[src/rtl/flop_pkg.sv]
// Shared types and field widths for the FP-adder post-normalization stage.
package flop_pkg;

    localparam int EXP_W = 8;
    localparam int MAN_W = 23;
    localparam logic [EXP_W-1:0] EXP_MAX = 8'hFF;

    typedef enum logic [1:0] {
        IDLE  = 2'd0,
        SHIFT = 2'd1,
        DONE  = 2'd2
    } state_t;

endpackage

[src/rtl/flop_norm.sv]
// Normalizes a raw FP add/sub result: one right shift for carry-out, or
// iterative left shifts (one per cycle) until the hidden bit is set.
module flop_norm
    import flop_pkg::*;
(
    input  logic                 clk,
    input  logic                 rst,
    input  logic                 in_valid,
    output logic                 in_ready,
    input  logic                 in_sign,
    input  logic [EXP_W-1:0]     in_exp,
    input  logic [MAN_W+1:0]     in_mant,
    output logic                 out_valid,
    input  logic                 out_ready,
    output logic [31:0]          out_f,
    output logic                 out_zero,
    output logic                 out_ovf,
    output logic                 out_unf
);

    state_t             state;
    logic               sign_p0;
    logic [EXP_W:0]     exp_p0;
    logic [MAN_W+1:0]   mant_p0;
    logic [EXP_W:0]     exp_inc;
    logic [EXP_W:0]     exp_dec;

    // Saturated encodings for out-of-range exponents.
    function automatic logic [31:0] sat_inf(input logic s);
        return {s, EXP_MAX, {MAN_W{1'b0}}};
    endfunction

    function automatic logic [31:0] sat_flush(input logic s);
        return {s, 31'h0};
    endfunction

    // Nine-bit exponent so +1/-1 can never wrap unnoticed.
    assign exp_inc  = exp_p0 + 9'd1;
    assign exp_dec  = exp_p0 - 9'd1;
    assign in_ready = (state == IDLE) && !rst;

    always_ff @(posedge clk) begin
        if (rst) begin
            state     <= IDLE;
            out_valid <= 1'b0;
            out_f     <= '0;
            out_zero  <= 1'b0;
            out_ovf   <= 1'b0;
            out_unf   <= 1'b0;
        end else begin
            case (state)
                IDLE: begin
                    if (in_valid) begin
                        sign_p0 <= in_sign;
                        exp_p0  <= {1'b0, in_exp};
                        mant_p0 <= in_mant;
                        state   <= SHIFT;
                    end
                end
                // ---- iterative normalization, one step per cycle ----
                SHIFT: begin
                    if (mant_p0 == '0) begin
                        out_f     <= '0;
                        out_zero  <= 1'b1;
                        out_valid <= 1'b1;
                        state     <= DONE;
                    end else if (exp_p0 == {1'b0, EXP_MAX}) begin
                        out_f     <= sat_inf(sign_p0);
                        out_ovf   <= 1'b1;
                        out_valid <= 1'b1;
                        state     <= DONE;
                    end else if (mant_p0[MAN_W+1]) begin
                        if (exp_inc[EXP_W] || (exp_inc[EXP_W-1:0] == EXP_MAX)) begin
                            out_f   <= sat_inf(sign_p0);
                            out_ovf <= 1'b1;
                        end else begin
                            out_f <= {sign_p0, exp_inc[EXP_W-1:0], mant_p0[MAN_W:1]};
                        end
                        out_valid <= 1'b1;
                        state     <= DONE;
                    end else if (mant_p0[MAN_W]) begin
                        out_f     <= {sign_p0, exp_p0[EXP_W-1:0], mant_p0[MAN_W-1:0]};
                        out_valid <= 1'b1;
                        state     <= DONE;
                    end else if (exp_p0 <= 9'd1) begin
                        out_f     <= sat_flush(sign_p0);
                        out_unf   <= 1'b1;
                        out_valid <= 1'b1;
                        state     <= DONE;
                    end else begin
                        mant_p0 <= mant_p0 << 1;
                        exp_p0  <= exp_dec;
                    end
                end
                // ---- hold result until the consumer takes it ----
                DONE: begin
                    if (out_ready) begin
                        out_valid <= 1'b0;
                        out_zero  <= 1'b0;
                        out_ovf   <= 1'b0;
                        out_unf   <= 1'b0;
                        state     <= IDLE;
                    end
                end
                default: state <= IDLE;
            endcase
        end
    end

endmodule

[config.mk]
export PLATFORM = sky130hd
export DESIGN_NAME = flop_norm
export DESIGN_NICKNAME = d
export VERILOG_FILES = /design/src/rtl/flop_pkg.sv /design/src/rtl/flop_norm.sv
export SDC_FILE = /design/constraint.sdc
export NUM_CORES = 1
export LEC_CHECK = 0
export ABC_AREA = 1
export BUFFER_PORTS_ARGS = -buffer_cell sky130_fd_sc_hd__buf_4
export CAP_MARGIN = 0
export CORE_ASPECT_RATIO = 1.25
export CORE_MARGIN = 2
export CORE_UTILIZATION = 40
export DETAILED_ROUTE_END_ITERATION = 8
export GPL_TIMING_DRIVEN = 0
export SLEW_MARGIN = 20
export SYNTH_ARGS = -nofsm -noshare
export SYNTH_HDL_FRONTEND = slang
export SYNTH_SLANG_ARGS = --single-unit
[constraint.sdc]
create_clock -name clk -period 5 [get_ports clk]
set_clock_uncertainty 0.2 [all_clocks]
set_input_delay 0.75 -clock clk [delete_from_list [all_inputs] [get_ports clk]]
set_output_delay 0.75 -clock clk [all_outputs]
set_load 0.03 [all_outputs]
==> reports/metrics.cfg, run 1 <==
[timing]
setup-violations-final=0
min_period_ns=3.16
max_freq_mhz=317
setup-tns-final_ns=0
finalHoldViolations=0
worst_pin_slew_ns=0.788
rsz0062_at_grt=false
min_period_over_period=0.632
final-max-slew-violation-count=0
setup_ws_ns=1.84
slew_headroom=0.475

[synth]
avgSynthCellArea_um2=8.00
synth_area_um2=4250
ys_seq_area_frac=0.426
yosys-top-cells-area=edfxtp_1 (25%), dfxtp_1 (18%), nand2_1 (12%)
ys_ff_latch=73
yosys.area.top_type_share=0.247
yosys_warnings=0
synth.distinct_cells=36
synth_top_area_cell=edfxtp_1
syn_nets=578
syn_inst=532

[final_layout]
fin_nets=665
final_common_cell=nand2_1
area_growth_pct=24.8
layout_common_cells=nand2_1 (131), buf_4 (75), inv_1 (59), nor2_1 (43), o21ai_0 (43)
drive_gt1_frac=0.258
nFillCells=1025
postLayoutCellArea_um2=5310
regArea_um2=1810
multiInputGateArea_um2=2040
diodes=0
instances_no_fill=756

[floorplanning]
num_rows=42
io-pin-count=75
dieArea_um2=11500
die_h_um=119
die_width_um=96.2
start_util=0.407
core-area_um2=10500

[detailed_routing]
num_vias=3857
wirelength_mm=11.1
drt_iter0_markers=219
ant_nets=0
wl_per_cell_um=14.6
drtPass1Iterations=7
drcViolationCount=0
viasPerCell=5.10

[setup_path]
crit_path_cell_trace=ha_1, nand2_1, inv_1, nand2_1, nor2_1, ha_1, buf_2, nor3_1, nor2_1, nor3_2, buf_4
regToRegSetupSlack_ns=1.84
reg2reg_from=exp_p0[0]$_DFFE_PP_
cp_max_fo=10
critPathRequiredTime_ns=4.84
crit_slowest_cell=edfxtp_1
startpoint=exp_p0[0]$_DFFE_PP_
crit_arrival_ns=3.00
crit_buf_inv=3
critPathKind=register to register
cpPeakStageDelay_ns=0.51
rr_worst_depth=11
rr_endpoint=mant_p0[9]$_DFFE_PP_
crit_path_start_kind=register
critPathTopFamily=simple AND/OR/NAND/NOR gates
endpoint_kind=register

[place]
dp_hpwl_mm=8.35
port_buffers=73
place_area_um2=5000
place_ws_ns=1.83
placedCellCount=740
gp_congestion=0.934

[grt]
grt_pass1_wl_mm=17.8
grt_pass1_vias=3733
antenna_found_initial=0
gr-total-overflow=0
grt_max_degree=12
grt_usage=0.200

[pwr]
power_density_nw_per_um2=570
irDropWorstVdd_mv=0.239
p_leak_nw=2.27

[min_path]
hold_path_depth=2
min_from=out_unf$_SDFFE_PP0P_
hold_path_class=register to register
hold-path-endpoint=out_unf$_SDFFE_PP0P_

[clock_network]
cts.repair.resized=0
post_cts_buffers=0
clock-sinks=73
holdBufCountCts=0
cts_tree=built
cts_buffer_depth=2
worstSkewPairLatency_ns=0.33
clk_pin_slew_ns=0.06
root_buffer=clkbuf_16
htreeDepth=3
cts_buffers=9

[run_status]
outcome=complete, no violations

[job]
maxCapViolCount=0

==> state kept, by name (all words and copies together), names as in the netlist <==
name,flops
mant_p0,25
out_f,32
out_zero,1
out_valid,1
sign_p0,1
state,2
exp_p0,9
out_ovf,1
out_unf,1
==> kinds of logic after synthesis <==
| kind of cell | Yosys count | synth area share |
|---|---|---|
| xor gates and xnor gates | 2 | 0.00412 |
| DFF | 73 | 0.426 |
| adders and majority gates | 8 | 0.0235 |
| AOI/OAI and AO/OA | 119 | 0.188 |
| and+or+nand+nor | 235 | 0.263 |
| buffers and inverters | 95 | 0.0953 |
==> where the power goes <==
group / leakage, nW / total [mW] / internal [mW] / switching, mW
clock: 0.153 / 0.663 / 0.427 / 0.236
sequential: 0.636 / 0.994 / 0.857 / 0.137
combinational: 1.48 / 1.37 / 0.477 / 0.893
==> worst register-to-register path, cell delays in order, from the launching register on <==
cell and delay (ns):
edfxtp_1 0.51, ha_1 0.30, nand2_1 0.10, inv_1 0.06, nand2_1 0.08, nor2_1 0.05
ha_1 0.16, buf_2 0.18, nor3_1 0.33, nor2_1 0.12, nor3_2 0.47, buf_4 0.29
==> synthesized netlist by cell type (all sizes together) <==
cell,count
dfxtp,38
a32o,22
nor2,46
a211oi,1
a21oi,46
xor2,2
clkbuf,17
nor3,7
nand3,40
a221oi,2
nor4,1
buf,14
nand4,3
edfxtp,35
inv,64
o211ai,2
ha,8
a31oi,1
or2,2
nand2,136
o31ai,1
o21ai,44
==> worst max-delay path by stage <==
| stage | to | slack [ns] | depth (start not counted) |
|---|---|---|---|
| after floorplan | exp_p0[0]$_DFFE_PP_ | 0.43 | 10 |
| after detailed placement | mant_p0[11]$_DFFE_PP_ | 1.83 | 11 |
| after global placement | mant_p0[11]$_DFFE_PP_ | -0.94 | 10 |
| after global routing | mant_p0[8]$_DFFE_PP_ | 1.60 | 11 |
| after CTS | mant_p0[7]$_DFFE_PP_ | 1.82 | 11 |
| final | mant_p0[9]$_DFFE_PP_ | 1.84 | 11 |
==> stage by stage <==
step	power (mW)	utilization	hold slack (ns)
2_1_floorplan	1.96	-	0.275
3_3_place_gp	2.34	0.475	0.246
3_5_place_dp	2.38	0.478	0.251
4_1_cts	3.05	0.508	0.260
5_1_grt	3.24	0.508	0.276
6_report	3.03	0.508	0.251
==> final cells by class <==
class | count | share of cell area
multi-input combinational | 364 | 0.385
sequential | 73 | 0.341
timing repair buffer | 76 | 0.108
clock buffer | 14 | 0.0516
inverter | 64 | 0.0453
buffer | 31 | 0.0311
tap | 132 | 0.0311
clock inverter | 2 | 0.00660
==> routing by layer <==
layer | global-route usage | part of all wire
met1 | 0.252 | 0.42
met2 | 0.335 | 0.50
met3 | 0.0392 | 0.056
met4 | 0.0723 | 0.021
met5 | 0 | 0
(Power assumes the default switching activity.)
==> run 2, diff against run 1 <==
- ABC_AREA: 1 -> 0
- clock period: 5 -> 3.2 ns (I/O delays scaled with it)
==> run 2 against run 1 <==
Sequential power is 16% higher. Clock power grew 60%. Total power is 6.8% lower. Die area shrank 11%. Cell count is 21% lower. Global-route usage increased by 0.86 points. Combinational power decreased by 56%. Critical endpoint is now mant_p0[17]$_DFFE_PP_. Largest cell class unchanged. Largest power group is now sequential cells.
==> reports/metrics.cfg, run 2 <==
[place]
port_buffers=74
place_ws_ns=-0.646
place_area_um2=4520
dp_hpwl_mm=7.43
placedCellCount=571
gp_congestion=0.851

[setup_path]
endpoint_kind=register
critPathRequiredTime_ns=3.06
crit_path_start_kind=register
critPathKind=register to register
critPathTopFamily=simple AND/OR/NAND/NOR gates
crit_arrival_ns=2.94
crit_path_cell_trace=clkbuf_4, nand2_1, nor3_2, ha_2, or3_1, a31oi_4, a21boi_2, o21a_2, nor2b_4, buf_12
crit_slowest_cell=or3_1
cp_max_fo=10
crit_buf_inv=2
cpPeakStageDelay_ns=0.45

[detailed_routing]
viasPerCell=5.67
drcViolationCount=0
wirelength_mm=10.6
drt_iter0_markers=195
ant_nets=0
wl_per_cell_um=17.8
num_vias=3377
drtPass1Iterations=5

[final_layout]
drive_gt1_frac=0.275
final_core_util=0.542
instances_no_fill=596
postLayoutCellArea_um2=4980
final_common_cell=buf_4
largest_reg_flops=32
largest_register=out_f
area_growth_pct=31.5
reg_top3=out_f x32, mant_p0 x25, exp_p0 x9
fin_nets=514
diodes=0
layout_common_cells=buf_4 (81), dfxtp_1 (38), edfxtp_1 (35), a21oi_1 (33), and3_1 (26)

[timing]
worst_pin_slew_ns=0.731
setup_ws_ns=0.115
finalHoldViolations=0
rsz0062_at_grt=false
fin_hold_ws_ns=0.121
final-max-slew-violation-count=0
min_period_ns=3.09
setup-tns-final_ns=0
slew_headroom=0.512
setup-violations-final=0
min_period_over_period=0.964
max_freq_mhz=324

[synth]
synth_edf_count=35
ys_async_sr_fraction=0
ys_seq_area_frac=0.479
synth_top_area_cell=edfxtp_1
synthFlopType=dfxtp_1
synthTopCellsByCount=dfxtp_1 (38), edfxtp_1 (35), a21oi_1 (33), and3_1 (26), clkbuf_1 (26)
avgSynthCellArea_um2=10.1
yosys_warnings=0
syn_inst=374
yosysMostFrequentCell=dfxtp_1
synth.distinct_cells=48
yosys.area.top_type_share=0.278
synth_area_um2=3780
syn_nets=420
ys_ff_latch=73
yosys-top-cells-area=edfxtp_1 (28%), dfxtp_1 (20%), a22o_1 (5.1%)

[clock_network]
clk_pin_slew_ns=0.06
cts_buffer_depth=2
holdBufCountCts=0
clock-sinks=73
cts_buffers=9
root_buffer=clkbuf_16
cts_tree=built
htreeDepth=3
worstSkewPairLatency_ns=0.34

[pwr]
irDropWorstVdd_mv=0.325
p_leak_nw=1.98
p_total_mw=2.82
power_density_nw_per_um2=567

[floorplanning]
start_util=0.413
io-pin-count=75
num_rows=39
die_width_um=91.0
dieArea_um2=10300
die_h_um=113
core-area_um2=9170

[grt]
gr-total-overflow=0
grt_usage=0.209
grt_pass1_vias=3279
grt_pass1_wl_mm=16.9
antenna_found_initial=0
grt_max_degree=17

[min_path]
hold_path_class=input port to register

[job]
maxCapViolCount=0

[run_status]
outcome=complete, no violations

-- run 2: timing repair --
action | 4_1_cts | 5_1_grt
gates cloned | 1 | 0
endpoints found under the setup margin | 62 | 62
gates resized for setup | 3 | 6
pin swaps | 1 | 0
setup buffers | 6 | 4
-- run 2: final cells by class --
class                           count  area (um2)
Buffer                             31         149
Clock inverter                      5        61.3
Multi-Input combinational cell    259        1840
Inverter                           10        37.5
Sequential cell                    73        1810
Tap cell                          123         154
Clock buffer                       11         254
Fill cell                         901        4200
Timing Repair Buffer               84         668
-- run 2: routing by layer --
metal,GRT usage,share of wire,wire [um],up-vias
li1,-,-,-,1623
met1,0.258,0.42,4450,1611
met2,0.363,0.51,5390,123
met3,0.0399,0.050,528,20
met4,0.0747,0.020,212,0
met5,0,0,0,-
-- run 2: cell families after synthesis --
logic type,synth area share
AOI/OAI and AO/OA,0.255
xor gates and xnor gates,0.0208
adders and majority gates,0.0264
buffers and inverters,0.0499
DFF,0.479
muxes,0.00826
and+or+nand+nor,0.161
-- run 2: power breakdown --
part / leakage, nW / internal [mW] / switching, mW
Sequential: 0.635 / 1.08 / 0.0702
Combinational: 1.18 / 0.256 / 0.353
Clock: 0.155 / 0.655 / 0.407
-- run 2: path summary, 6_finish.rpt --
kind	start	endpoint	depth (start not counted)	slack, ns
max	exp_p0[4]$_DFFE_PP_	mant_p0[17]$_DFFE_PP_	10	0.11
min	in_sign	sign_p0$_DFFE_PP_	1	0.12
max reg2reg	exp_p0[4]$_DFFE_PP_	mant_p0[17]$_DFFE_PP_	10	0.11
min reg2reg	out_f[29]$_SDFFE_PP0P_	out_f[29]$_SDFFE_PP0P_	1	0.26
==> run 3, diff against run 2 <==
- RECOVER_POWER: default -> 25
==> run 3 against run 2 <==
Via count is 0.18% higher. Register-to-register slack hardly changed. Combinational power is 3.9% lower. Core utilization is 1.4 points lower. Flip-flop and latch count stayed put. Final area is 2.6% lower. Setup slack better by 0.00051 ns. Sequential share of layout area is 0.99 points higher. Total power is 0.81% lower. Global-route usage stayed put. Critical endpoint unchanged.
==> reports/metrics.cfg, run 3 (same netlist as run 2, synthesis figures left out) <==
[run_status]
outcome=complete, no violations

[floorplanning]
dieArea_um2=10300
die_width_um=91.0
start_util=0.413
die_h_um=113
io-pin-count=75
core-area_um2=9170
num_rows=39

[detailed_routing]
wirelength_mm=10.6
ant_nets=0
num_vias=3383
viasPerCell=5.68
drtPass1Iterations=4
drcViolationCount=0
drt_iter0_markers=174
wl_per_cell_um=17.8

[pwr]
power_density_nw_per_um2=578
irDropWorstVdd_mv=0.318
p_leak_nw=1.83
p_total_mw=2.80

[grt]
antenna_found_initial=0
grt_max_degree=17
grt_pass1_vias=3279
gr-total-overflow=0
grt_pass1_wl_mm=16.9
grt_usage=0.209

[setup_path]
reg2reg_from=exp_p0[4]$_DFFE_PP_
cp_max_fo=10
critPathKind=register to register
endpoint_kind=register
regToRegSetupSlack_ns=0.12
crit_path_start_kind=register
rr_endpoint=mant_p0[17]$_DFFE_PP_
rr_worst_depth=10
crit_arrival_ns=2.94
critPathRequiredTime_ns=3.06

[final_layout]
instances_no_fill=596
area_growth_pct=28.0
fin_nets=514
largest_register=out_f
layout_common_cells=clkbuf_1 (58), buf_4 (45), dfxtp_1 (38), edfxtp_1 (35), a21oi_1 (33)
reg_top3=out_f x32, mant_p0 x25, exp_p0 x9
largest_reg_flops=32
drive_gt1_frac=0.201
diodes=0
final_core_util=0.528
postLayoutCellArea_um2=4840
final_common_cell=clkbuf_1
nFillCells=926

[place]
place_area_um2=4520
place_ws_ns=-0.646
placedCellCount=571
gp_congestion=0.851
port_buffers=74
dp_hpwl_mm=7.43

[clock_network]
root_buffer=clkbuf_16
htreeDepth=3
cts_buffers=9
clock-sinks=73
clk_pin_slew_ns=0.06
holdBufCountCts=0
cts_tree=built
worstSkewPairLatency_ns=0.34
cts_buffer_depth=2

[timing]
rsz0062_at_grt=false
max_freq_mhz=324
final-max-slew-violation-count=0
setup-tns-final_ns=0
setup_ws_ns=0.115
finalHoldViolations=0
fin_hold_ws_ns=0.141
min_period_over_period=0.964
slew_headroom=0.522
min_period_ns=3.08
worst_pin_slew_ns=0.715
setup-violations-final=0

[min_path]
min_from=in_sign
hold_path_class=input port to register
hold-path-endpoint=sign_p0$_DFFE_PP_
hold_path_depth=1

[job]
maxCapViolCount=0

run 3: cell count changes in the layout (fill, tap and decap cells not counted), sizes merged:
cell and change:
clkbuf +36, buf -36
run 3: area by class of cell:
cell class / count / area (um2) / area share
plain buffers: 31 / 149 / 0.0307
repair buffers: 84 / 537 / 0.111
clock buffers: 11 / 254 / 0.0524
clock inverters: 5 / 61.3 / 0.0127
well taps: 123 / 154 / 0.0318
inverters: 10 / 37.5 / 0.00775
flip-flops and latches: 73 / 1810 / 0.374
multi-input cells: 259 / 1840 / 0.380
run 3: timing repair:
action,in CTS,in global routing
buffers inserted,6,4
hold endpoints to repair,0,0
gates resized for setup,3,6
setup endpoints to repair,62,62
pin swaps,1,0
cloned,1,0
run 3: worst max-delay path by stage:
stage	start	endpoint	slack (ns)	cells past startpoint
after floorplan	exp_p0[0]$_DFFE_PP_	exp_p0[0]$_DFFE_PP_	0.0006	9
after global placement	exp_p0[0]$_DFFE_PP_	mant_p0[13]$_DFFE_PP_	-0.62	9
after detailed placement	exp_p0[0]$_DFFE_PP_	mant_p0[10]$_DFFE_PP_	-0.65	9
after CTS	exp_p0[3]$_DFFE_PP_	out_f[13]$_SDFFE_PP0P_	0.02	11
after global routing	exp_p0[0]$_DFFE_PP_	out_f[16]$_SDFFE_PP0P_	0.03	11
final	exp_p0[4]$_DFFE_PP_	mant_p0[17]$_DFFE_PP_	0.12	10
run 3: routing by layer:
metal,global-route usage,wire length (um)
met4,0.0747,239
met1,0.258,4580
met5,0,0
met2,0.363,5360
met3,0.0399,451
run 3: report_power, final:
group	internal (mW)	switching [mW]
sequential	1.08	0.0693
clock	0.655	0.410
combinational	0.231	0.354
total	1.97	0.833
run 3: worst max-delay path, cell delays in order, from the launching register on:
cell and delay [ns]:
edfxtp_1 0.44, clkbuf_4 0.22, nand2_1 0.14, nor3_2 0.06, ha_2 0.20, or3_1 0.45, a31oi_4 0.23, a21boi_2 0.22
o21a_2 0.23, nor2b_4 0.24, buf_12 0.16
